### src/rtl/bool_unit_arbiter.sv
// Four-requester round-robin arbiter feeding a registered bitwise boolean unit.
// Define BOOL_ARB_PARITY_EN to add the registered res_par output.
module bool_unit_arbiter #(
    parameter int WIDTH = 8
) (
    input  logic               clk,
    input  logic               rst_n,
    input  logic [3:0]         req,
    input  logic [4*WIDTH-1:0] op_a,
    input  logic [4*WIDTH-1:0] op_b,
    input  logic [11:0]        opc,
    output logic [3:0]         gnt,
    output logic               res_valid,
    output logic [WIDTH-1:0]   res_data,
    output logic [1:0]         res_id,
    input  logic               res_ready
`ifdef BOOL_ARB_PARITY_EN
    ,
    output logic               res_par
`endif
);

    typedef enum logic {IDLE = 1'b0, FULL = 1'b1} state_t;

    state_t             state;
    state_t             state_nxt;
    logic [1:0]         ptr;
    logic [1:0]         winner;
    logic [1:0]         idx;
    logic               found;
    logic               accept;
    logic [WIDTH-1:0]   a_sel;
    logic [WIDTH-1:0]   b_sel;
    logic [2:0]         c_sel;
    logic [WIDTH-1:0]   result;

    function automatic logic [WIDTH-1:0] bool_op(
        input logic [2:0]       c,
        input logic [WIDTH-1:0] a,
        input logic [WIDTH-1:0] b
    );
        logic [WIDTH-1:0] r;
        unique case (c)
            3'b000:  r = a & b;
            3'b001:  r = a | b;
            3'b010:  r = a ^ b;
            3'b011:  r = ~(a & b);
            3'b100:  r = ~(a | b);
            3'b101:  r = ~(a ^ b);
            3'b110:  r = ~a;
            default: r = a;
        endcase
        return r;
    endfunction

    // Search starts at ptr and wraps; first set request wins.
    always_comb begin
        winner = ptr;
        found  = 1'b0;
        idx    = ptr;
        for (int k = 0; k < 4; k++) begin
            idx = ptr + 2'(k);
            if (!found && req[idx]) begin
                winner = idx;
                found  = 1'b1;
            end
        end
    end

    // rst_n gating keeps gnt low while reset is held, even with req set.
    assign accept = rst_n && (req != 4'b0000)
                 && ((state == IDLE) || res_ready);

    assign a_sel  = op_a[winner*WIDTH +: WIDTH];
    assign b_sel  = op_b[winner*WIDTH +: WIDTH];
    assign c_sel  = opc[winner*3 +: 3];
    assign result = bool_op(c_sel, a_sel, b_sel);

    always_ff @(posedge clk or negedge rst_n) begin
        if (!rst_n) begin
            state <= IDLE;
        end else begin
            state <= state_nxt;
        end
    end

    always_comb begin
        state_nxt = state;
        unique case (state)
            IDLE: if (accept) state_nxt = FULL;
            FULL: if (accept) state_nxt = FULL;
                  else if (res_ready) state_nxt = IDLE;
            default: state_nxt = IDLE;
        endcase
    end

    always_comb begin
        res_valid = (state == FULL);
        gnt       = 4'b0000;
        if (accept) gnt = 4'b0001 << winner;
    end

    always_ff @(posedge clk or negedge rst_n) begin
        if (!rst_n) begin
            ptr      <= 2'd0;
            res_data <= '0;
            res_id   <= 2'd0;
        end else if (accept) begin
            ptr      <= winner + 2'd1;
            res_data <= result;
            res_id   <= winner;
        end
    end

`ifdef BOOL_ARB_PARITY_EN
    always_ff @(posedge clk or negedge rst_n) begin
        if (!rst_n) begin
            res_par <= 1'b0;
        end else if (accept) begin
            res_par <= ^result;
        end
    end
`endif

endmodule

### config.mk
export PLATFORM = sky130hd
export DESIGN_NAME = bool_unit_arbiter
export DESIGN_NICKNAME = d
export VERILOG_FILES = /design/src/rtl/bool_unit_arbiter.sv
export SDC_FILE = /design/constraint.sdc
export NUM_CORES = 1
export LEC_CHECK = 0
export CORE_MARGIN = 8
export CORE_UTILIZATION = 65
export DETAILED_ROUTE_END_ITERATION = 7
export DONT_BUFFER_PORTS = 1
export GPL_TIMING_DRIVEN = 1
export PLACE_DENSITY = 0.82
export SYNTH_ARGS = -nofsm -noshare
export SYNTH_HDL_FRONTEND = slang
export SYNTH_SLANG_ARGS = --single-unit
### constraint.sdc
create_clock -name clk -period 4.6 [get_ports clk]
set_clock_uncertainty 0.2 [all_clocks]
set_input_delay 0.69 -clock clk [delete_from_list [all_inputs] [get_ports clk]]
set_output_delay 0.69 -clock clk [all_outputs]
set_load 0.01 [all_outputs]
==> run summary, run 1 <==
STA
------------------------------------------------------------------------------------------------------
Number of failing hold endpoints at the final stage                                                  0
Count of final setup violators                                                                       0
Max frequency                                                                                0.278 GHz
Max-slew violation count                                                                             0
Clock period minus final worst setup slack                                                     3590 ps
Sum of negative setup slack                                                                       0 ps
Final hold slack                                                                                370 ps
Tcrit/Tclk final                                                                                 78.1%
Worst-margin pin slew                                                                           580 ps
Max transition margin                                                                            61.2%
RSZ-0062 raised after global routing                                                             false

CLOCK NETWORK
------------------------------------------------------------------------------------------------------
Clock transition at the register clock pins on the worst setup and hold paths after CTS          90 ps
Clock latency on the worst-skew pair                                                            290 ps
Num Clock Sinks                                                                                     13
Number of H-tree levels                                                                              1
CTS Buf Count                                                                                        3
TritonCTS clock tree                                                                               yes
Cell at the root of the clock tree                                                        sky130_fd_sc_hd__clkbuf_4
Total setup buffers inserted after CTS                                                               0
Clock tree buffer depth                                                                              2

PWR
------------------------------------------------------------------------------------------------------
Highest ir drop seen on vdd                                                                   0.378 mV
Total power density per cell area                                                           620 nW/um2
Reported net switching power                                                                  0.735 mW
Power share of the clock group                                                                    5.3%
Share of power burned in registers                                                               16.4%
Part of the power in combinational logic                                                         78.3%
Internal                                                                                      0.637 mW
Leakage power                                                                                  1.01 nW
Switch share                                                                                     53.6%

CELLS AND AREA
------------------------------------------------------------------------------------------------------
Util after Layout                                                                                67.3%
Antenna cell count                                                                                   0
Combined flip-flop and latch cell area                                                         325 um2
Count of nets after finishing                                                                      389
Most common cell after layout, fill and taps aside                                        sky130_fd_sc_hd__nand2_1
Area growth from synthesis to final layout                                                      0.455%
Top library cells by usage in the layout, fill and taps aside                             sky130_fd_sc_hd__nand2_1 (51), sky130_fd_sc_hd__inv_1 (35), sky130_fd_sc_hd__a21oi_1 (29), sky130_fd_sc_hd__nor2_1 (27), sky130_fd_sc_hd__ha_1 (20)
Area used by multi-input combinational logic                                                  1620 um2
Layout fillers                                                                                     282
Share of cells above drive strength 1                                                            10.5%

FLOORPLAN
------------------------------------------------------------------------------------------------------
CORE AREA                                                                                     3280 um2
Die area                                                                                      5500 um2
Initial Utilization                                                                              67.0%
Floorplan die width                                                                            74.2 um
Number of placed I/O pins                                                                           98
FP Rows                                                                                             21
Die outline height                                                                             74.2 um

SYNTHESIS
------------------------------------------------------------------------------------------------------
Post-synth net total                                                                               396
Predominant post-synthesis flop cell                                                      sky130_fd_sc_hd__dfrtp_1
Portion of the post-synthesis area used by sequential elements                                   14.8%
Post-synth ARST share                                                                             100%
Mean area per synthesized cell                                                                7.51 um2
Number of different library cells in the post-synthesis netlist                                     47
Syn Std Cell Area                                                                             2200 um2
Post-synthesis instance total                                                                      293
Count of synthesis-stage warnings from yosys                                                         0
Number of synthesized register bits                                                                 13
Number of synthesized flops with an enable pin                                                       0

PLACE
------------------------------------------------------------------------------------------------------
Placer's final routability congestion estimate                                                   0.843
Post-detail-place hpwl                                                                         4.54 mm
Number of port buffers                                                                               0

WORST SETUP PATH
------------------------------------------------------------------------------------------------------
Worst-case register-to-register setup slack                                                    1040 ps
Kind of launch point of the worst setup path                                              primary input
Crit. End Element                                                                                 flop
Type of the worst setup path                                                                 in -> reg
Data required time of the critical path                                                        4580 ps
Peak fanout along the critical path                                                                 16
Data arrival, critical path                                                                    3580 ps

ROUTE
------------------------------------------------------------------------------------------------------
Highest routed layer                                                                              met4
Met2 routed WL                                                                                 2.56 mm
Number of vias per cell after detailed routing                                                    6.17
Average routed wire per standard cell                                                          16.8 um
Total DRC errors in the routed layout                                                                0
Number of DRC markers in iteration 0                                                               128
Wire length on met1                                                                            2.29 mm
Number of search-and-repair iterations in the first detailed-routing pass                            4
Via count                                                                                        2,041
Total length of routed met3 wires                                                               649 um
Total Routed Length                                                                            5.56 mm
Detail Route Antenna Nets                                                                            0

GLOBAL ROUTING
------------------------------------------------------------------------------------------------------
Overall Global Routing Usage                                                                     20.7%
Gr ovfl total                                                                                        0
Wire length of the first global-routing pass                                                   9.00 mm
Pin count of the biggest net entering global routing                                                26
Number of antenna violations at the first check in global routing                                    0
Via count of the first global-routing pass                                                       1,973

JOB
------------------------------------------------------------------------------------------------------
Number of violations of the max-capacitance limit                                                    0

RUN STATUS
------------------------------------------------------------------------------------------------------
Outcome                                                                                   finished, final reports clean

HOLD PATH
------------------------------------------------------------------------------------------------------
Type of the worst min-delay path                                                            reg -> reg

[cell usage after synthesis, types with 2 or more instances]
| library cell | count | area [um2] |
|---|---|---|
| sky130_fd_sc_hd__inv_1 | 35 | 131 |
| sky130_fd_sc_hd__a2bb2oi_1 | 3 | 26.3 |
| sky130_fd_sc_hd__dfrtp_1 | 13 | 325 |
| sky130_fd_sc_hd__o21a_1 | 2 | 15.0 |
| sky130_fd_sc_hd__and2_1 | 5 | 31.3 |
| sky130_fd_sc_hd__o32ai_1 | 3 | 26.3 |
| sky130_fd_sc_hd__clkbuf_1 | 6 | 22.5 |
| sky130_fd_sc_hd__nand2_1 | 51 | 191 |
| sky130_fd_sc_hd__nand2b_1 | 2 | 12.5 |
| sky130_fd_sc_hd__mux4_1 | 2 | 52.6 |
| sky130_fd_sc_hd__a31oi_1 | 4 | 25.0 |
| sky130_fd_sc_hd__nor2_1 | 27 | 101 |
| sky130_fd_sc_hd__buf_2 | 4 | 20.0 |
| sky130_fd_sc_hd__buf_1 | 2 | 7.51 |
| sky130_fd_sc_hd__a211oi_1 | 3 | 22.5 |
| sky130_fd_sc_hd__a221oi_1 | 4 | 35.0 |
| sky130_fd_sc_hd__nor2b_1 | 3 | 18.8 |
| sky130_fd_sc_hd__mux2i_1 | 4 | 40.0 |
| sky130_fd_sc_hd__mux2_2 | 5 | 56.3 |
| sky130_fd_sc_hd__o21ai_1 | 6 | 30.0 |
| sky130_fd_sc_hd__o2111ai_1 | 2 | 17.5 |
| sky130_fd_sc_hd__o211ai_1 | 4 | 30.0 |
| sky130_fd_sc_hd__mux4_2 | 9 | 203 |
| sky130_fd_sc_hd__o21ai_0 | 19 | 95.1 |
| sky130_fd_sc_hd__buf_6 | 4 | 45.0 |
| sky130_fd_sc_hd__a21oi_1 | 29 | 145 |
| sky130_fd_sc_hd__ha_1 | 20 | 250 |
| sky130_fd_sc_hd__or3_1 | 2 | 12.5 |
| sky130_fd_sc_hd__a221oi_2 | 2 | 30.0 |
[timing repair]
action / 4_1_cts / 5_1_grt
resized for setup: 0 / 0
hold buffers: 1 / 0
endpoints found under the hold margin: 13 / 0
[critical path: stages]
cell and delay [ps]:
sky130_fd_sc_hd__nor2b_2 140, sky130_fd_sc_hd__a2111oi_0 360, sky130_fd_sc_hd__or2_1 530, sky130_fd_sc_hd__inv_1 410, sky130_fd_sc_hd__a21oi_1 210, sky130_fd_sc_hd__nor2_1 80, sky130_fd_sc_hd__ha_1 240, sky130_fd_sc_hd__mux2i_2 180
sky130_fd_sc_hd__or3b_1 410, sky130_fd_sc_hd__a221oi_2 240, sky130_fd_sc_hd__o21ai_1 80
[power groups by stage]
| stage | Combinational, mW | Clock (mW) | Sequential (mW) |
|---|---|---|---|
| after floorplan | 0.926 | 0 | 0.213 |
| after global placement | 1.03 | 0 | 0.229 |
| after detailed placement | 1.06 | 0 | 0.230 |
| after CTS | 1.06 | 0.0737 | 0.228 |
| after global routing | 1.21 | 0.0776 | 0.235 |
| final | 1.07 | 0.0728 | 0.225 |
[logic make-up after synthesis]
group | Yosys count | synth area share (%)
compound gates | 88 | 26.5
xor+xnor | 1 | 0.398
fa+ha+maj | 20 | 11.4
buf+inv | 54 | 11.7
flops | 13 | 14.8
mux | 21 | 16.6
simple gates | 96 | 18.6
[final timing paths]
kind                       startpoint           to  cells past startpoint
hold reg to reg             res_id[1]    res_id[1]                      2
setup reg to reg               ptr[0]  res_data[3]                     11
setup / recovery               req[0]  res_data[3]                     11
hold / removal              res_id[1]    res_id[1]                      2
min in group asynchronous       rst_n  res_data[4]                      1
max in group asynchronous       rst_n  res_data[0]                      1
[layer usage]
| metal | vias to the layer above | track usage (%) |
|---|---|---|
| li1 | 1013 | - |
| met1 | 913 | 25.0 |
| met2 | 111 | 34.4 |
| met3 | 4 | 5.93 |
| met4 | 0 | 6.43 |
| met5 | - | 0 |
[sequential cells by signal, indices dropped and copies added (netlist names)]
| register | count |
|---|---|
| ptr | 2 |
| res_data | 8 |
| res_id | 2 |
| res_valid | 1 |
[area by class of cell]
type	count	share of cell area, %
repair buffers	6	2.15
clock buffers	3	1.02
well taps	46	2.60
inverters	36	6.11
flip-flops and latches	13	14.7
clock inverters	1	0.226
multi-input cells	226	73.2
[through the flow]
step	setup slack [ps]	instances	power (mW)	instance area, um2
6_report	1010	331	1.37	2210
5_1_grt	693	331	1.52	2210
4_1_cts	978	331	1.37	2210
3_5_place_dp	684	326	1.29	2170
3_3_place_gp	748	326	1.26	2170
2_1_floorplan	810	293	1.14	2200
Power figures use the tool's default switching activity.
==> run 2: changes to the inputs <==
--- a/config.mk
+++ b/config.mk
@@ -6,11 +6,11 @@
 export NUM_CORES = 1
 export LEC_CHECK = 0
 export CORE_MARGIN = 8
-export CORE_UTILIZATION = 65
+export CORE_UTILIZATION = 59
 export DETAILED_ROUTE_END_ITERATION = 7
 export DONT_BUFFER_PORTS = 1
 export GPL_TIMING_DRIVEN = 1
-export PLACE_DENSITY = 0.82
+export PLACE_DENSITY = 0.79
 export SYNTH_ARGS = -nofsm -noshare
 export SYNTH_HDL_FRONTEND = slang
 export SYNTH_SLANG_ARGS = --single-unit
==> constraint.sdc (replaced) <==
create_clock -name clk -period 3.3 [get_ports clk]
set_clock_uncertainty 0.2 [all_clocks]
set_input_delay 0.495 -clock clk [delete_from_list [all_inputs] [get_ports clk]]
set_output_delay 0.495 -clock clk [all_outputs]
set_load 0.01 [all_outputs]
==> run 2 against run 1 <==
Net effect: largest power group unchanged; highest routed layer unchanged; combinational power grew 52%; register-to-register slack got worse by 910 ps; global-route usage shrank 1.3 points; largest cell class unchanged.
==> run summary, run 2 (same netlist as run 1, synthesis figures left out) <==
CLOCK NETWORK
------------------------------------------------------------------------------------------------------
Clock tree buffer depth                                                                              2   unchanged
CTS Buf Count                                                                                        3   unchanged
Number of H-tree levels                                                                              1   unchanged
Clock latency on the worst-skew pair                                                            240 ps   was 290 ps
Num Clock Sinks                                                                                     13   unchanged
TritonCTS clock tree                                                                               yes   unchanged
Cell at the root of the clock tree                                                        sky130_fd_sc_hd__clkbuf_8   was sky130_fd_sc_hd__clkbuf_4
Clock transition at the register clock pins on the worst setup and hold paths after CTS          60 ps   was 90 ps

GLOBAL ROUTING
------------------------------------------------------------------------------------------------------
Wire length of the first global-routing pass                                                   9.70 mm   was 9.00 mm
Number of antenna violations at the first check in global routing                                    0   unchanged
Gr ovfl total                                                                                        0   unchanged
Pin count of the biggest net entering global routing                                                24   was 26
Via count of the first global-routing pass                                                       2,117   was 1,973
Overall Global Routing Usage                                                                     19.3%   was 20.7%

WORST SETUP PATH
------------------------------------------------------------------------------------------------------
Startpoint of the worst setup timing path                                                       ptr[0]   was req[0]
Reg-to-Reg Start                                                                                ptr[0]   unchanged
Number of logic stages on the critical path including buffering                                      9   was 11
Type of the worst setup path                                                                reg -> reg   was in -> reg
Kind of launch point of the worst setup path                                                      flop   was primary input
Data required time of the critical path                                                        3220 ps   was 4580 ps
Series of cell instances along the critical path                                          nor2b_1, a2111oi_0, or2_1, buf_12, mux4_2, buf_4, or3b_1, a221oi_2, o21ai_1   was nor2b_2, a2111oi_0, or2_1, inv_1, a21oi_1, nor2_1, ha_1, mux2i_2, or3b_1, a221oi_2, o21ai_1
Largest incremental delay on the critical path                                                  630 ps   was 530 ps
Data arrival, critical path                                                                    3100 ps   was 3580 ps
Kind of cell adding the most delay to the critical path                                   compound AO/OA/AOI/OAI gates   was simple AND/OR/NAND/NOR gates
Peak fanout along the critical path                                                                 23   was 16
Crit. End Element                                                                                 flop   unchanged
Buffers & Inverters on Critical Path                                                                 2   was 1
Worst-case register-to-register setup slack                                                     130 ps   was 1040 ps
Cell depth of the worst flop-to-flop path                                                            9   was 11
Endpoint of the most critical setup path                                                   res_data[3]   unchanged
Slowest-stage cell, CP                                                                    sky130_fd_sc_hd__mux4_2   was sky130_fd_sc_hd__or2_1
FF-to-FF End                                                                               res_data[3]   unchanged

HOLD PATH
------------------------------------------------------------------------------------------------------
Origin of the worst min-delay path                                                              req[3]   was res_id[1]
Type of the worst min-delay path                                                             in -> reg   was reg -> reg

CELLS AND AREA
------------------------------------------------------------------------------------------------------
Most common cell after layout, fill and taps aside                                        sky130_fd_sc_hd__nand2_1   unchanged
Antenna cell count                                                                                   0   unchanged
Most flop-heavy register                                                                      res_data   unchanged
Flip-flop count of the largest register, all copies and words added                                  8   unchanged
Biggest regs                                                                              res_data (8), ptr (2), res_id (2)   unchanged
Top library cells by usage in the layout, fill and taps aside                             sky130_fd_sc_hd__nand2_1 (51), sky130_fd_sc_hd__inv_1 (35), sky130_fd_sc_hd__a21oi_1 (29), sky130_fd_sc_hd__nor2_1 (27), sky130_fd_sc_hd__ha_1 (20)   unchanged
Share of cells above drive strength 1                                                            14.1%   was 10.5%
Area growth from synthesis to final layout                                                       6.37%   was 0.455%
Count of nets after finishing                                                                      402   was 389

ROUTE
------------------------------------------------------------------------------------------------------
Detail Route Antenna Nets                                                                            0   unchanged
Via count                                                                                        2,109   was 2,041
Number of DRC markers in iteration 0                                                               166   was 128
Number of search-and-repair iterations in the first detailed-routing pass                            4   unchanged
Number of vias per cell after detailed routing                                                    6.10   was 6.17
Total DRC errors in the routed layout                                                                0   unchanged
Total Routed Length                                                                            6.07 mm   was 5.56 mm
Average routed wire per standard cell                                                          17.6 um   was 16.8 um

PLACE
------------------------------------------------------------------------------------------------------
Placer's final routability congestion estimate                                                   0.860   was 0.843
Post-detail-place hpwl                                                                         4.92 mm   was 4.54 mm
Number of port buffers                                                                               0   unchanged

PWR
------------------------------------------------------------------------------------------------------
Leakage power                                                                                  1.08 nW   was 1.01 nW
Total power density per cell area                                                           895 nW/um2   was 620 nW/um2
Highest ir drop seen on vdd                                                                   0.522 mV   was 0.378 mV
Design Power                                                                                   2.09 mW   was 1.37 mW

STA
------------------------------------------------------------------------------------------------------
Max-slew violation count                                                                             0   unchanged
Max frequency                                                                                0.315 GHz
Tcrit/Tclk final                                                                                 96.1%
Number of failing hold endpoints at the final stage                                                  0   unchanged
Clock period minus final worst setup slack                                                     3170 ps
Max transition margin                                                                            57.7%   was 61.2%
Count of final setup violators                                                                       0   unchanged
Sum of negative setup slack                                                                       0 ps   unchanged
RSZ-0062 raised after global routing                                                             false   unchanged
Worst-margin pin slew                                                                           633 ps   was 580 ps

FLOORPLAN
------------------------------------------------------------------------------------------------------
FP Rows                                                                                             22   was 21
CORE AREA                                                                                     3630 um2   was 3280 um2
Die outline height                                                                             77.1 um   was 74.2 um
Initial Utilization                                                                              60.6%   was 67.0%
Die area                                                                                      5940 um2   was 5500 um2
Number of placed I/O pins                                                                           98   unchanged
Floorplan die width                                                                            77.1 um   was 74.2 um

RUN STATUS
------------------------------------------------------------------------------------------------------
Outcome                                                                                   finished, final reports clean   unchanged

JOB
------------------------------------------------------------------------------------------------------
Number of violations of the max-capacitance limit                                                    0   unchanged

## run 2: metal layers
metal / GRT usage (%) / vias up / share of wire [%]
met2: 33.2 / 107 / 48
met3: 6.99 / 2 / 11
met1: 22.5 / 962 / 41
met4: 3.77 / 0 / 0.38
met5: 0 / - / 0
li1: - / 1038 / -
## run 2: area by class of cell
cell class              count  area (um2)
multi-input cells         226        1620
fillers                   337        1290
flip-flops and latches     13         325
repair buffers             19         158
inverters                  36         135
well taps                  48        60.1
clock buffers               4        45.0
## run 2: through the flow
stage	area [um2]	hold WS [ps]	instances	utilization, %	worst slack (ps)
finish	2340	232	346	64.4	128
global route	2340	257	346	64.4	35.0
CTS	2300	231	341	63.4	157
detailed placement	2250	-0.110	336	61.9	10.8
global placement	2250	-0.176	336	61.9	147
floorplan	2210	-0.591	293	-	9.43
## run 2: worst register-to-register path, cell delays in order, from the launching register on
cell	delay (ps)
sky130_fd_sc_hd__dfrtp_1	450
sky130_fd_sc_hd__nor2b_1	70
sky130_fd_sc_hd__a2111oi_0	400
sky130_fd_sc_hd__or2_1	220
sky130_fd_sc_hd__buf_12	180
sky130_fd_sc_hd__mux4_2	640
sky130_fd_sc_hd__buf_4	200
sky130_fd_sc_hd__or3b_1	370
sky130_fd_sc_hd__a221oi_2	240
sky130_fd_sc_hd__o21ai_1	90
## run 2: power breakdown
group	internal, mW	switching, mW
registers	0.228	0.0906
clock network	0.0852	0.0571
logic	0.712	0.921
## run 2: timing repair
item	in CTS	in global routing
resized for setup	0	0
endpoints found under the hold margin	13	0
setup endpoints to repair	0	1
buffers inserted	0	5
hold buffers	1	0
## run 2: worst min-delay path by stage
stage | depth (start not counted) | slack (ps) | end
final | 2 | 230 | res_valid
after global routing | 2 | 260 | res_valid
after floorplan | 0 | -0.6 | ptr[0]
after CTS | 2 | 230 | res_valid
after detailed placement | 0 | -0.1 | res_id[0]
after global placement | 0 | -0.2 | res_id[0]
==> run 3: changes to the inputs <==
--- a/config.mk
+++ b/config.mk
@@ -6,11 +6,12 @@
 export NUM_CORES = 1
 export LEC_CHECK = 0
 export CORE_MARGIN = 8
-export CORE_UTILIZATION = 59
+export CORE_UTILIZATION = 60
+export CTS_BUF_LIST = sky130_fd_sc_hd__clkbuf_4 sky130_fd_sc_hd__clkbuf_8
 export DETAILED_ROUTE_END_ITERATION = 7
 export DONT_BUFFER_PORTS = 1
 export GPL_TIMING_DRIVEN = 1
-export PLACE_DENSITY = 0.79
+export PLACE_DENSITY = 0.8
 export SYNTH_ARGS = -nofsm -noshare
 export SYNTH_HDL_FRONTEND = slang
 export SYNTH_SLANG_ARGS = --single-unit
==> run 3 against run 2 <==
Net effect: fmax is 3.4% higher; final cell count down 0.58%; first-iteration DRC count shrank 40%; power fell by 0.71%; sequential share of layout area down 0.12 points; routed wire length down 9.3%; setup slack improved by 100 ps.
==> run summary, run 3 (same netlist as run 1, synthesis figures left out) <==
RUN STATUS
------------------------------------------------------------------------------------------------------
Outcome                                                                                   finished, final reports clean   unchanged

FLOORPLAN
------------------------------------------------------------------------------------------------------
Floorplan die width                                                                            76.6 um   was 77.1 um
Initial Utilization                                                                              61.0%   was 60.6%
Die outline height                                                                             76.6 um   was 77.1 um
FP Rows                                                                                             22   unchanged
Number of placed I/O pins                                                                           98   unchanged
CORE AREA                                                                                     3610 um2   was 3630 um2
Die area                                                                                      5860 um2   was 5940 um2

WORST SETUP PATH
------------------------------------------------------------------------------------------------------
Buffers & Inverters on Critical Path                                                                 2   unchanged
Peak fanout along the critical path                                                                 23   unchanged
Number of logic stages on the critical path including buffering                                     10   was 9
Type of the worst setup path                                                                reg -> reg   unchanged
Crit. End Element                                                                                 flop   unchanged
Kind of launch point of the worst setup path                                                      flop   unchanged
Data required time of the critical path                                                        3250 ps   was 3220 ps
Cell depth of the worst flop-to-flop path                                                           10   was 9
Series of cell instances along the critical path                                          nor2b_1, a2111oi_0, or2_1, buf_12, mux4_2, buf_4, nor2_1, a21oi_1, a221oi_2, a2bb2oi_1   was nor2b_1, a2111oi_0, or2_1, buf_12, mux4_2, buf_4, or3b_1, a221oi_2, o21ai_1
Kind of cell adding the most delay to the critical path                                   compound AO/OA/AOI/OAI gates   unchanged
Data arrival, critical path                                                                    3020 ps   was 3100 ps
Largest incremental delay on the critical path                                                  690 ps   was 630 ps
Slowest-stage cell, CP                                                                    sky130_fd_sc_hd__mux4_2   unchanged

GLOBAL ROUTING
------------------------------------------------------------------------------------------------------
GR Layer Usage met2                                                                              29.5%   was 33.2%
Number of antenna violations at the first check in global routing                                    0   unchanged
Gr ovfl total                                                                                        0   unchanged
Global-route layer with the greatest usage                                                        met2   unchanged
Met3 Use GR                                                                                      6.96%   was 6.99%
Overall Global Routing Usage                                                                     18.6%   was 19.3%
Wire length of the first global-routing pass                                                   9.39 mm   was 9.70 mm
Met1 global-route usage                                                                          22.9%   was 22.5%
Via count of the first global-routing pass                                                       2,023   was 2,117
Pin count of the biggest net entering global routing                                                24   unchanged

CLOCK NETWORK
------------------------------------------------------------------------------------------------------
Clock transition at the register clock pins on the worst setup and hold paths after CTS          60 ps   about the same
CTS Buf Count                                                                                        3   unchanged
Num Clock Sinks                                                                                     13   unchanged
TritonCTS clock tree                                                                               yes   unchanged
Clock tree buffer depth                                                                              2   unchanged
Cell at the root of the clock tree                                                        sky130_fd_sc_hd__clkbuf_8   unchanged
Clock latency on the worst-skew pair                                                            230 ps   was 240 ps
Number of H-tree levels                                                                              1   unchanged

PLACE
------------------------------------------------------------------------------------------------------
Post-detail-place hpwl                                                                         4.66 mm   was 4.92 mm
Number of port buffers                                                                               0   unchanged
Placer's final routability congestion estimate                                                   0.886   was 0.860

STA
------------------------------------------------------------------------------------------------------
Tcrit/Tclk final                                                                                 93.0%   was 96.1%
Sum of negative setup slack                                                                       0 ps   unchanged
Number of failing hold endpoints at the final stage                                                  0   unchanged
RSZ-0062 raised after global routing                                                             false   unchanged
Count of final setup violators                                                                       0   unchanged
Worst-margin pin slew                                                                           603 ps   was 633 ps
Clock period minus final worst setup slack                                                     3070 ps   was 3170 ps
Max-slew violation count                                                                             0   unchanged
Max transition margin                                                                            59.6%   was 57.7%
Max frequency                                                                                0.326 GHz   was 0.315 GHz

ROUTE
------------------------------------------------------------------------------------------------------
Detail Route Antenna Nets                                                                            0   unchanged
Average routed wire per standard cell                                                          16.0 um   was 17.6 um
Number of search-and-repair iterations in the first detailed-routing pass                            4   unchanged
Number of DRC markers in iteration 0                                                               100   was 166
Total DRC errors in the routed layout                                                                0   unchanged
Via count                                                                                        2,069   was 2,109
Total Routed Length                                                                            5.51 mm   was 6.07 mm
Number of vias per cell after detailed routing                                                    6.01   was 6.10

CELLS AND AREA
------------------------------------------------------------------------------------------------------
Biggest regs                                                                              res_data (8), ptr (2), res_id (2)   unchanged
Top library cells by usage in the layout, fill and taps aside                             sky130_fd_sc_hd__nand2_1 (51), sky130_fd_sc_hd__inv_1 (35), sky130_fd_sc_hd__a21oi_1 (29), sky130_fd_sc_hd__nor2_1 (27)   was sky130_fd_sc_hd__nand2_1 (51), sky130_fd_sc_hd__inv_1 (35), sky130_fd_sc_hd__a21oi_1 (29), sky130_fd_sc_hd__nor2_1 (27), sky130_fd_sc_hd__ha_1 (20)
Count of nets after finishing                                                                      400   was 402
Share of cells above drive strength 1                                                            14.5%   was 14.1%
Most common cell after layout, fill and taps aside                                        sky130_fd_sc_hd__nand2_1   unchanged
Most flop-heavy register                                                                      res_data   unchanged
Flip-flop count of the largest register, all copies and words added                                  8   unchanged
Antenna cell count                                                                                   0   unchanged
Area growth from synthesis to final layout                                                       7.28%   was 6.37%

HOLD PATH
------------------------------------------------------------------------------------------------------
Worst Hold Path Cells                                                                                2   unchanged
Type of the worst min-delay path                                                             in -> reg   unchanged

PWR
------------------------------------------------------------------------------------------------------
Total power density per cell area                                                           881 nW/um2   was 895 nW/um2
Design Power                                                                                   2.08 mW   was 2.09 mW
Highest ir drop seen on vdd                                                                   0.535 mV   was 0.522 mV
Leakage power                                                                                  1.08 nW   about the same

JOB
------------------------------------------------------------------------------------------------------
Number of violations of the max-capacitance limit                                                    0   unchanged

-- run 3: cell types whose count changed in the layout (fill, tap and decap cells not counted), sizes merged --
cell / change
buf: -2
clkinv: -1
clkinvlp: +1
-- run 3: layout make-up --
cell class,instances,area (um2)
flip-flops and latches,13,325
fillers,318,1240
inverters,36,139
well taps,48,60.1
multi-input cells,226,1620
clock buffers,4,48.8
repair buffers,17,168
-- run 3: path summary, 6_finish.rpt --
check,slack (ps),startpoint,end
hold / removal,240,req[3],res_valid
min in group asynchronous,510,rst_n,res_id[1]
setup / recovery,230,ptr[0],res_data[4]
setup reg to reg,230,ptr[0],res_data[4]
hold reg to reg,350,res_id[0],res_id[0]
max in group asynchronous,2000,rst_n,res_data[0]
-- run 3: worst register-to-register path: cells and delay by family, from the launching register on --
family / cells / cell delay, ps
AOI/OAI and AO/OA: 4 / 910
buffers and inverters: 2 / 390
and+or+nand+nor: 3 / 360
DFF: 1 / 440
muxes: 1 / 700
-- run 3: what timing repair did --
item / CTS / global route
resized for setup: 0 / 2
hold buffers: 1 / 0
setup endpoints to repair: 0 / 3
buffers inserted: 0 / 2
hold endpoints to repair: 13 / 0
-- run 3: routing by layer --
metal | share of wire (%) | vias up
met1 | 42 | 937
met4 | 2.0 | 0
li1 | - | 1040
met2 | 45 | 86
met3 | 10 | 6
met5 | 0 | -
-- run 3: through the flow --
stage / hold WS [ps] / cell area (um2) / instances / setup WS [ps] / utilization (%)
6_report: 239 / 2360 / 344 / 231 / 65.5
3_5_place_dp: -0.158 / 2280 / 337 / 77.9 / 63.3
5_1_grt: 256 / 2360 / 344 / 23.1 / 65.5
2_1_floorplan: -0.591 / 2210 / 293 / 9.43 / -
3_3_place_gp: -0.168 / 2280 / 337 / 167 / 63.3
4_1_cts: 239 / 2340 / 342 / 204 / 64.9
-- run 3: where the power goes --
part	switching, mW	total, mW	internal [mW]
logic	0.891	1.62	0.726
registers	0.0861	0.314	0.228
clock network	0.0555	0.149	0.0932
total	1.03	2.08	1.05
